===== src/rtl/router_register_param.sv =====
// Router packet datapath register. It captures the header and forwards the header, payload and
// parity words to the destination FIFO. A small hold buffer absorbs words that arrive while the
// FIFO is full. It checks packet parity and payload length against the header length field.
module router_register_param #(
  parameter int unsigned DATA_W     = 8,
  parameter int unsigned ADDR_W     = 2,
  parameter int unsigned HOLD_DEPTH = 2,
  parameter bit          PARITY_ODD = 1'b0
) (
  input  logic                              i_clock,
  input  logic                              i_reset,
  input  logic                              i_pkt_valid,
  input  logic [DATA_W-1:0]                 i_data_in,
  input  logic                              i_fifo_full,
  input  logic                              i_detect_add,
  input  logic                              i_lfd_state,
  input  logic                              i_ld_state,
  input  logic                              i_laf_state,
  input  logic                              i_full_state,
  input  logic                              i_rst_int_reg,
  output logic [DATA_W-1:0]                 o_dout,
  output logic                              o_dout_valid,
  output logic                              o_parity_done,
  output logic                              o_low_packet_valid,
  output logic                              o_err,
  output logic                              o_len_err,
  output logic                              o_ovf_err,
  output logic [$clog2(HOLD_DEPTH+1)-1:0]   o_hold_count
);

  localparam int unsigned LEN_W = DATA_W - ADDR_W;
  localparam int unsigned CNT_W = LEN_W + 1;
  localparam int unsigned PTR_W = (HOLD_DEPTH > 1) ? $clog2(HOLD_DEPTH) : 1;
  localparam int unsigned HC_W  = $clog2(HOLD_DEPTH + 1);

  logic [DATA_W-1:0] r_header, r_int_parity, r_pkt_parity, r_dout;
  logic [CNT_W-1:0]  r_pay_cnt;
  logic              r_dout_valid, r_parity_done, r_low_pkt_valid, r_err, r_len_err, r_ovf_err;
  logic [DATA_W-1:0] r_hold_mem [0:(1<<PTR_W)-1];
  logic [PTR_W-1:0]  r_rd_ptr, r_wr_ptr;
  logic [HC_W-1:0]   r_hold_cnt;

  logic              w_hdr_ok, w_payload, w_parity_word;
  logic              w_hold_empty, w_hold_full, w_pop, w_push_req, w_push_ok, w_ovf;
  logic              w_parity_done_nxt;
  logic [LEN_W-1:0]  w_len;
  logic [DATA_W-1:0] w_exp_parity;

  assign w_hdr_ok      = i_detect_add & i_pkt_valid &
                         (i_data_in[ADDR_W-1:0] != {ADDR_W{1'b1}});
  assign w_payload     = i_ld_state & i_pkt_valid & ~i_full_state;
  assign w_parity_word = i_ld_state & ~i_pkt_valid;
  assign w_len         = r_header[DATA_W-1:ADDR_W];
  assign w_exp_parity  = PARITY_ODD ? ~r_int_parity : r_int_parity;

  assign w_hold_empty = (r_hold_cnt == '0);
  assign w_hold_full  = (r_hold_cnt == HC_W'(HOLD_DEPTH));
  assign w_pop        = (i_ld_state | i_laf_state) & ~i_fifo_full & ~w_hold_empty;
  // Once the buffer holds anything, every new ld word must queue behind it to keep order.
  assign w_push_req   = i_ld_state & (i_fifo_full | ~w_hold_empty);
  assign w_push_ok    = w_push_req & (~w_hold_full | w_pop);
  assign w_ovf        = w_push_req & w_hold_full & ~w_pop;

  function automatic logic [PTR_W-1:0] ptr_inc(input logic [PTR_W-1:0] p);
    return (p == PTR_W'(HOLD_DEPTH - 1)) ? '0 : p + 1'b1;
  endfunction

  // Next value of parity_done, shared with err so err drops together with parity_done.
  always_comb begin
    w_parity_done_nxt = r_parity_done;
    if (i_detect_add) begin
      w_parity_done_nxt = 1'b0;
    end else if ((w_parity_word & ~i_fifo_full) |
                 (i_laf_state & r_low_pkt_valid & ~r_parity_done)) begin
      w_parity_done_nxt = 1'b1;
    end
  end

  // Header capture; addresses with all-ones destination are ignored.
  always_ff @(posedge i_clock) begin
    if (i_reset) begin
      r_header <= '0;
    end else if (w_hdr_ok) begin
      r_header <= i_data_in;
    end
  end

  // Output word and FIFO write strobe.
  always_ff @(posedge i_clock) begin
    if (i_reset) begin
      r_dout       <= '0;
      r_dout_valid <= 1'b0;
    end else begin
      r_dout_valid <= 1'b0;
      if (i_lfd_state) begin
        r_dout       <= r_header;
        r_dout_valid <= 1'b1;
      end else if (w_pop) begin
        r_dout       <= r_hold_mem[r_rd_ptr];
        r_dout_valid <= 1'b1;
      end else if (i_ld_state & ~i_fifo_full) begin
        r_dout       <= i_data_in;
        r_dout_valid <= 1'b1;
      end
    end
  end

  // Hold buffer storage; occupancy is tracked separately, so no reset is needed here.
  always_ff @(posedge i_clock) begin
    if (w_push_ok) begin
      r_hold_mem[r_wr_ptr] <= i_data_in;
    end
  end

  // Hold buffer pointers and occupancy.
  always_ff @(posedge i_clock) begin
    if (i_reset) begin
      r_rd_ptr   <= '0;
      r_wr_ptr   <= '0;
      r_hold_cnt <= '0;
    end else begin
      if (w_push_ok) r_wr_ptr <= ptr_inc(r_wr_ptr);
      if (w_pop)     r_rd_ptr <= ptr_inc(r_rd_ptr);
      if (w_push_ok & ~w_pop)      r_hold_cnt <= r_hold_cnt + 1'b1;
      else if (w_pop & ~w_push_ok) r_hold_cnt <= r_hold_cnt - 1'b1;
    end
  end

  // Running parity and payload word count for the current packet.
  always_ff @(posedge i_clock) begin
    if (i_reset) begin
      r_int_parity <= '0;
      r_pay_cnt    <= '0;
    end else if (i_detect_add) begin
      r_int_parity <= '0;
      r_pay_cnt    <= '0;
    end else if (i_lfd_state) begin
      r_int_parity <= r_int_parity ^ r_header;
    end else if (w_payload) begin
      r_int_parity <= r_int_parity ^ i_data_in;
      if (r_pay_cnt != {CNT_W{1'b1}}) r_pay_cnt <= r_pay_cnt + 1'b1;
    end
  end

  // Parity word capture and per-packet status flags.
  always_ff @(posedge i_clock) begin
    if (i_reset) begin
      r_pkt_parity    <= '0;
      r_low_pkt_valid <= 1'b0;
      r_len_err       <= 1'b0;
      r_ovf_err       <= 1'b0;
      r_parity_done   <= 1'b0;
      r_err           <= 1'b0;
    end else begin
      r_parity_done <= w_parity_done_nxt;
      // Gating on the current parity_done delays err by one cycle after parity_done rises.
      r_err         <= w_parity_done_nxt & r_parity_done & (r_pkt_parity != w_exp_parity);
      if (w_parity_word) begin
        r_pkt_parity <= i_data_in;
        r_len_err    <= (r_pay_cnt != {1'b0, w_len});
      end else if (i_detect_add) begin
        r_len_err <= 1'b0;
      end
      if (i_rst_int_reg)      r_low_pkt_valid <= 1'b0;
      else if (w_parity_word) r_low_pkt_valid <= 1'b1;
      if (i_detect_add) r_ovf_err <= 1'b0;
      else if (w_ovf)   r_ovf_err <= 1'b1;
    end
  end

  assign o_dout             = r_dout;
  assign o_dout_valid       = r_dout_valid;
  assign o_parity_done      = r_parity_done;
  assign o_low_packet_valid = r_low_pkt_valid;
  assign o_err              = r_err;
  assign o_len_err          = r_len_err;
  assign o_ovf_err          = r_ovf_err;
  assign o_hold_count       = r_hold_cnt;

endmodule


===== config.mk =====
export PLATFORM = sky130hd
export DESIGN_NAME = router_register_param
export DESIGN_NICKNAME = d
export VERILOG_FILES = /design/src/rtl/router_register_param.sv
export SDC_FILE = /design/constraint.sdc
export NUM_CORES = 1
export LEC_CHECK = 0
export ABC_AREA = 1
export ABC_CLOCK_PERIOD_IN_PS = 1800
export CORE_MARGIN = 5
export CORE_UTILIZATION = 50
export CTS_CLUSTER_SIZE = 40
export DETAILED_ROUTE_END_ITERATION = 6
export HOLD_SLACK_MARGIN = 0.05
export PLACE_DENSITY = 0.72
export SLEW_MARGIN = 20
export SYNTH_ARGS = -nofsm -noshare
export SYNTH_HDL_FRONTEND = slang
export SYNTH_SLANG_ARGS = --single-unit

===== constraint.sdc =====
create_clock -name i_clock -period 1.8 [get_ports i_clock]
set_input_delay 0.45 -clock i_clock [delete_from_list [all_inputs] [get_ports i_clock]]
set_output_delay 0.45 -clock i_clock [all_outputs]
set_load 0.01 [all_outputs]

==> results by stage <==
Outcome:
- The flow ran to the end, and the final reports show no timing, DRC or antenna violations.

Global routing:
- The initial antenna violation count came to 0.
- The total congestion overflow is 0.
- Across every metal layer, demand over resource in global routing totals 0.1965.
- The met2 usage is 0.3077.
- The global-route met3 utilization is 0.03259.
- After global routing, the most crowded layer is met2.
- The wire length of the first global-routing pass is 11,820 µm.
- For met1 alone, demand over resource in global routing was 0.2654.
- Entering global routing, the biggest net connects 29 pins.
- The via count of the first global-routing pass is 2,531.

Setup path:
- The slowest stage of the critical path is the sky130_fd_sc_hd__clkdlybuf4s50_1 cell.
- Along the worst path, the maximum fanout reaches 4.
- In this run the critical register-to-register path is captured at o_hold_count[1].
- The kind of cell with the highest combined delay along the critical path is buffers and inverters.
- The kind of end point of the critical path is an output pin.
- For the worst flop-to-flop path, the logic depth is 8.
- Data arrives at the worst endpoint at 1270 ps.
- The signal on the critical path passes through clkdlybuf4s50_1.
- The startpoint of the lowest-slack register-to-register path is o_hold_count[0].
- The critical path is of the register to output pin type.
- The data required time of the worst path is 1350 ps.
- The internal reg-to-reg setup slack is 320 ps.
- The worst setup path is launched from a register.
- Together, buffers and inverters on the worst path number 1.
- The peak per-stage delay on the critical path is 550 ps.

Die:
- For this configuration, the core starts out at a cell density of 0.5189.
- In this run the core area contains 28 standard-cell rows.
- Pin placement for this block handled 34 I/O pins.
- The area enclosed by the die boundary is 7854 µm².
- The die is 88.62 µm wide.
- The die boundary height is 88.62 µm.
- The core region is 5956 µm².

STA:
- The minimum hold slack is 445.6 ps.
- Headroom to the max-slew limit came out at 0.6979.
- The count of final hold-check violations is 0.
- Setup repair after global routing left no endpoint under its margin.
- The measured slew at the worst slew-check pin is 452.5 ps.
- Between clock sinks in the finished design, the worst skew comes to 9.137 ps.
- Derived from the worst setup path, the maximum achievable clock frequency is 580.9 MHz.
- Setup violations remaining at the end of the flow were counted as 0.
- The number of max-slew violations in the final report is 0.
- For the finished layout, the period the worst path requires is 1721 ps.
- In the finished design, the share of the clock period the worst path needs comes to 0.9563.

Synth:
- The yosys synthesis warning count is 0.
- The part of the Yosys area used for sequential elements is 0.4794.
- In the synthesized netlist the async set-or-reset flop fraction comes to 0.
- After synthesis, the most frequently instantiated cells are sky130_fd_sc_hd__nand2_1 (87), sky130_fd_sc_hd__dfxtp_1 (50), sky130_fd_sc_hd__inv_1 (49).
- The number of enable flip-flop cells after synthesis is 16.
- By area the synthesized netlist is led by sky130_fd_sc_hd__dfxtp_1 (32%), sky130_fd_sc_hd__edfxtp_1 (16%), sky130_fd_sc_hd__nand2_1 (11%).
- Of the post-synthesis cell area, the dominant cell type holds 0.3239.
- After synthesis the cells add up to 3090 µm².
- The commonest register cell after synthesis is sky130_fd_sc_hd__dfxtp_1.
- The mean area per synthesized cell is 7.519 µm².
- Synthesis instantiated 26 different standard cells from the library.
- The number of nets handed over by synthesis was 431.
- The most used standard cell by instance count after synthesis is sky130_fd_sc_hd__nand2_1.
- Counting every instance in the synthesized netlist gives 411.
- In this run, synthesis produced a sequential element count of 66.
- sky130_fd_sc_hd__dfxtp_1 takes more of the synthesized area than any other cell.

Min path:
- The worst hold path begins at i_fifo_full.
- The hold path depth is 3.
- The class of the worst hold path is input port to register.
- The path with the worst hold slack has its endpoint at o_ovf_err.

Clock network:
- After clock tree synthesis, the setup repair step added 0 buffers.
- The clock tree synthesis step divided the H-tree into 3 levels.
- No sink is reached through more buffers than the 2 on the longest clock path.
- The clock sink total is 66.
- The clock transition at the registers of the reported paths is 80 ps.
- The CTS root buffer is sky130_fd_sc_hd__clkbuf_8.
- TritonCTS built the clock tree.
- The number of buffers created by CTS is 9.
- At the later pin of the worst-skew pair, clock insertion delay measures 340 ps.

Placed design:
- The count of port buffers added during placement is 33.
- The congestion estimate from routability-driven global placement came to 0.8339.
- The number of placed cells counting well taps is 527.
- Detailed placement finished with a half-perimeter wire length of 5169 µm.

Pwr:
- The switching portion of total power is 0.2940.
- The standby leakage power is 1.722 nW.
- The power per cell area is 1054 nW/µm².
- The combinational share of power is 0.232.
- The internal power of the cells totals 2.916 mW.
- The overall power after layout is 4.130 mW.
- The relative contribution of the clock network to total power is 0.339.
- The worst voltage drop across the vdd grid is 0.0008387 V.
- Summed over all nets, the switching power comes to 1.214 mW.
- The share of power burned in registers is 0.429.

Route:
- The aggregate routed wire length is 7200 µm.
- The number of DRC markers in iteration 0 is 163.
- In the routed design, unresolved DRC markers number 0.
- The number of nets with antenna violations after routing is 0.
- For this block, the via count after detailed routing is 2,760.
- The first TritonRoute pass finished after 5 iterations.
- Dividing the detail-routed wire length by the instance count gives 13.26 µm.
- In the routed layout, each cell is associated on average with a via count of 5.083.

Layout:
- In the final layout, the share of cells above drive strength 1 is 0.1111.
- The final instance count without filler cells is 543.
- The total number of nets in the final design is 483.
- After filler insertion, the fill cell instance count of the layout stands at 522.
- The antenna diode instance count is 0.
- The area added between synthesis and finish is 26.72%.

Flow run:
- The number of maximum-capacitance constraint violations is 0.
[area by class of cell]
| class | instances | area, µm² | share of cell area |
|---|---|---|---|
| clock buffers | 10 | 137.6 | 0.03514 |
| clock inverters | 6 | 90.09 | 0.02300 |
| inverters | 58 | 217.7 | 0.05559 |
| multi-input cells | 275 | 1359 | 0.3470 |
| flip-flops and latches | 66 | 1483 | 0.3786 |
| well taps | 75 | 93.84 | 0.02396 |
| repair buffers | 53 | 535.5 | 0.1367 |
[power by group through the flow]
stage	logic, mW	clock network, mW	registers [mW]
2_1_floorplan	0.562	0	1.79
3_3_place_gp	0.894	0	1.80
3_5_place_dp	0.914	0	1.80
4_1_cts	0.924	1.42	1.77
5_1_grt	1.07	1.49	1.80
6_report	0.958	1.40	1.77
[how the worst max path moves through the flow]
stage,startpoint,cells past startpoint,to
final,o_hold_count[1],1,o_hold_count[1]
after global placement,i_fifo_full,11,o_hold_count[1]
after floorplan,o_hold_count[1],10,o_hold_count[1]
after detailed placement,i_fifo_full,11,o_hold_count[1]
after CTS,o_hold_count[1],1,o_hold_count[1]
after global routing,i_laf_state,11,o_hold_count[1]
[per-stage QoR]
step | util | cell area, µm² | setup slack (ps) | setup TNS [ps]
global route | 0.6576 | 3916 | 19.11 | 0
floorplan | - | 3090 | 78.60 | 0
detailed placement | 0.6132 | 3652 | -338.4 | -5662
global placement | 0.6132 | 3652 | -291.5 | -4394
finish | 0.6576 | 3916 | 78.67 | 0
CTS | 0.6515 | 3880 | 1.762 | 0
[layer usage]
layer  vias to the layer above  wire length (µm)
met5                         -                 0
met4                         0               119
met3                        11               327
met2                        73              3356
met1                      1243              3397
li1                       1433                 -
[kinds of logic (layout without fill, tap and decap cells)]
group,count (synthesis),after routing,share of synthesized area
XOR/XNOR,13,13,0.03684
AO/OA/AOI/OAI,83,83,0.1425
adder cells (fa/ha/maj),2,2,0.008096
AND/OR/NAND/NOR,177,177,0.2425
flip-flops,66,66,0.4794
buffers and inverters,70,127,0.09069
[placed cells by master (no fill, tap or decap), drive strengths merged]
master,n
nand2,89
inv,57
dfxtp,50
a21oi,48
nor2,47
clkdlybuf4s50,31
nand3,29
o21ai,26
buf,20
edfxtp,16
clkbuf,10
a21boi,8
nand3b,8
xor2,7
xnor2,6
clkinv,4
nand4,3
bufinv,2
dlymetal6s2s,2
ha,2
a31oi,1
nor3,1
clkinvlp,1
[registers in the layout, indices dropped and copies added (netlist names), named ones only]
name,count
o_dout,8
o_len_err,1
r_int_parity,8
r_pkt_parity,8
r_pay_cnt,7
o_err,1
o_hold_count,2
r_rd_ptr,1
o_low_packet_valid,1
r_header,8
o_dout_valid,1
o_parity_done,1
o_ovf_err,1
r_wr_ptr,1
r_hold_mem,16
[timing repair]
action / 4_1_cts / 5_1_grt
hold buffers: 0 / 0
gates resized for setup: 0 / 8
setup endpoints to repair: 0 / 3
No activity file was read; power rests on OpenSTA's default activity.
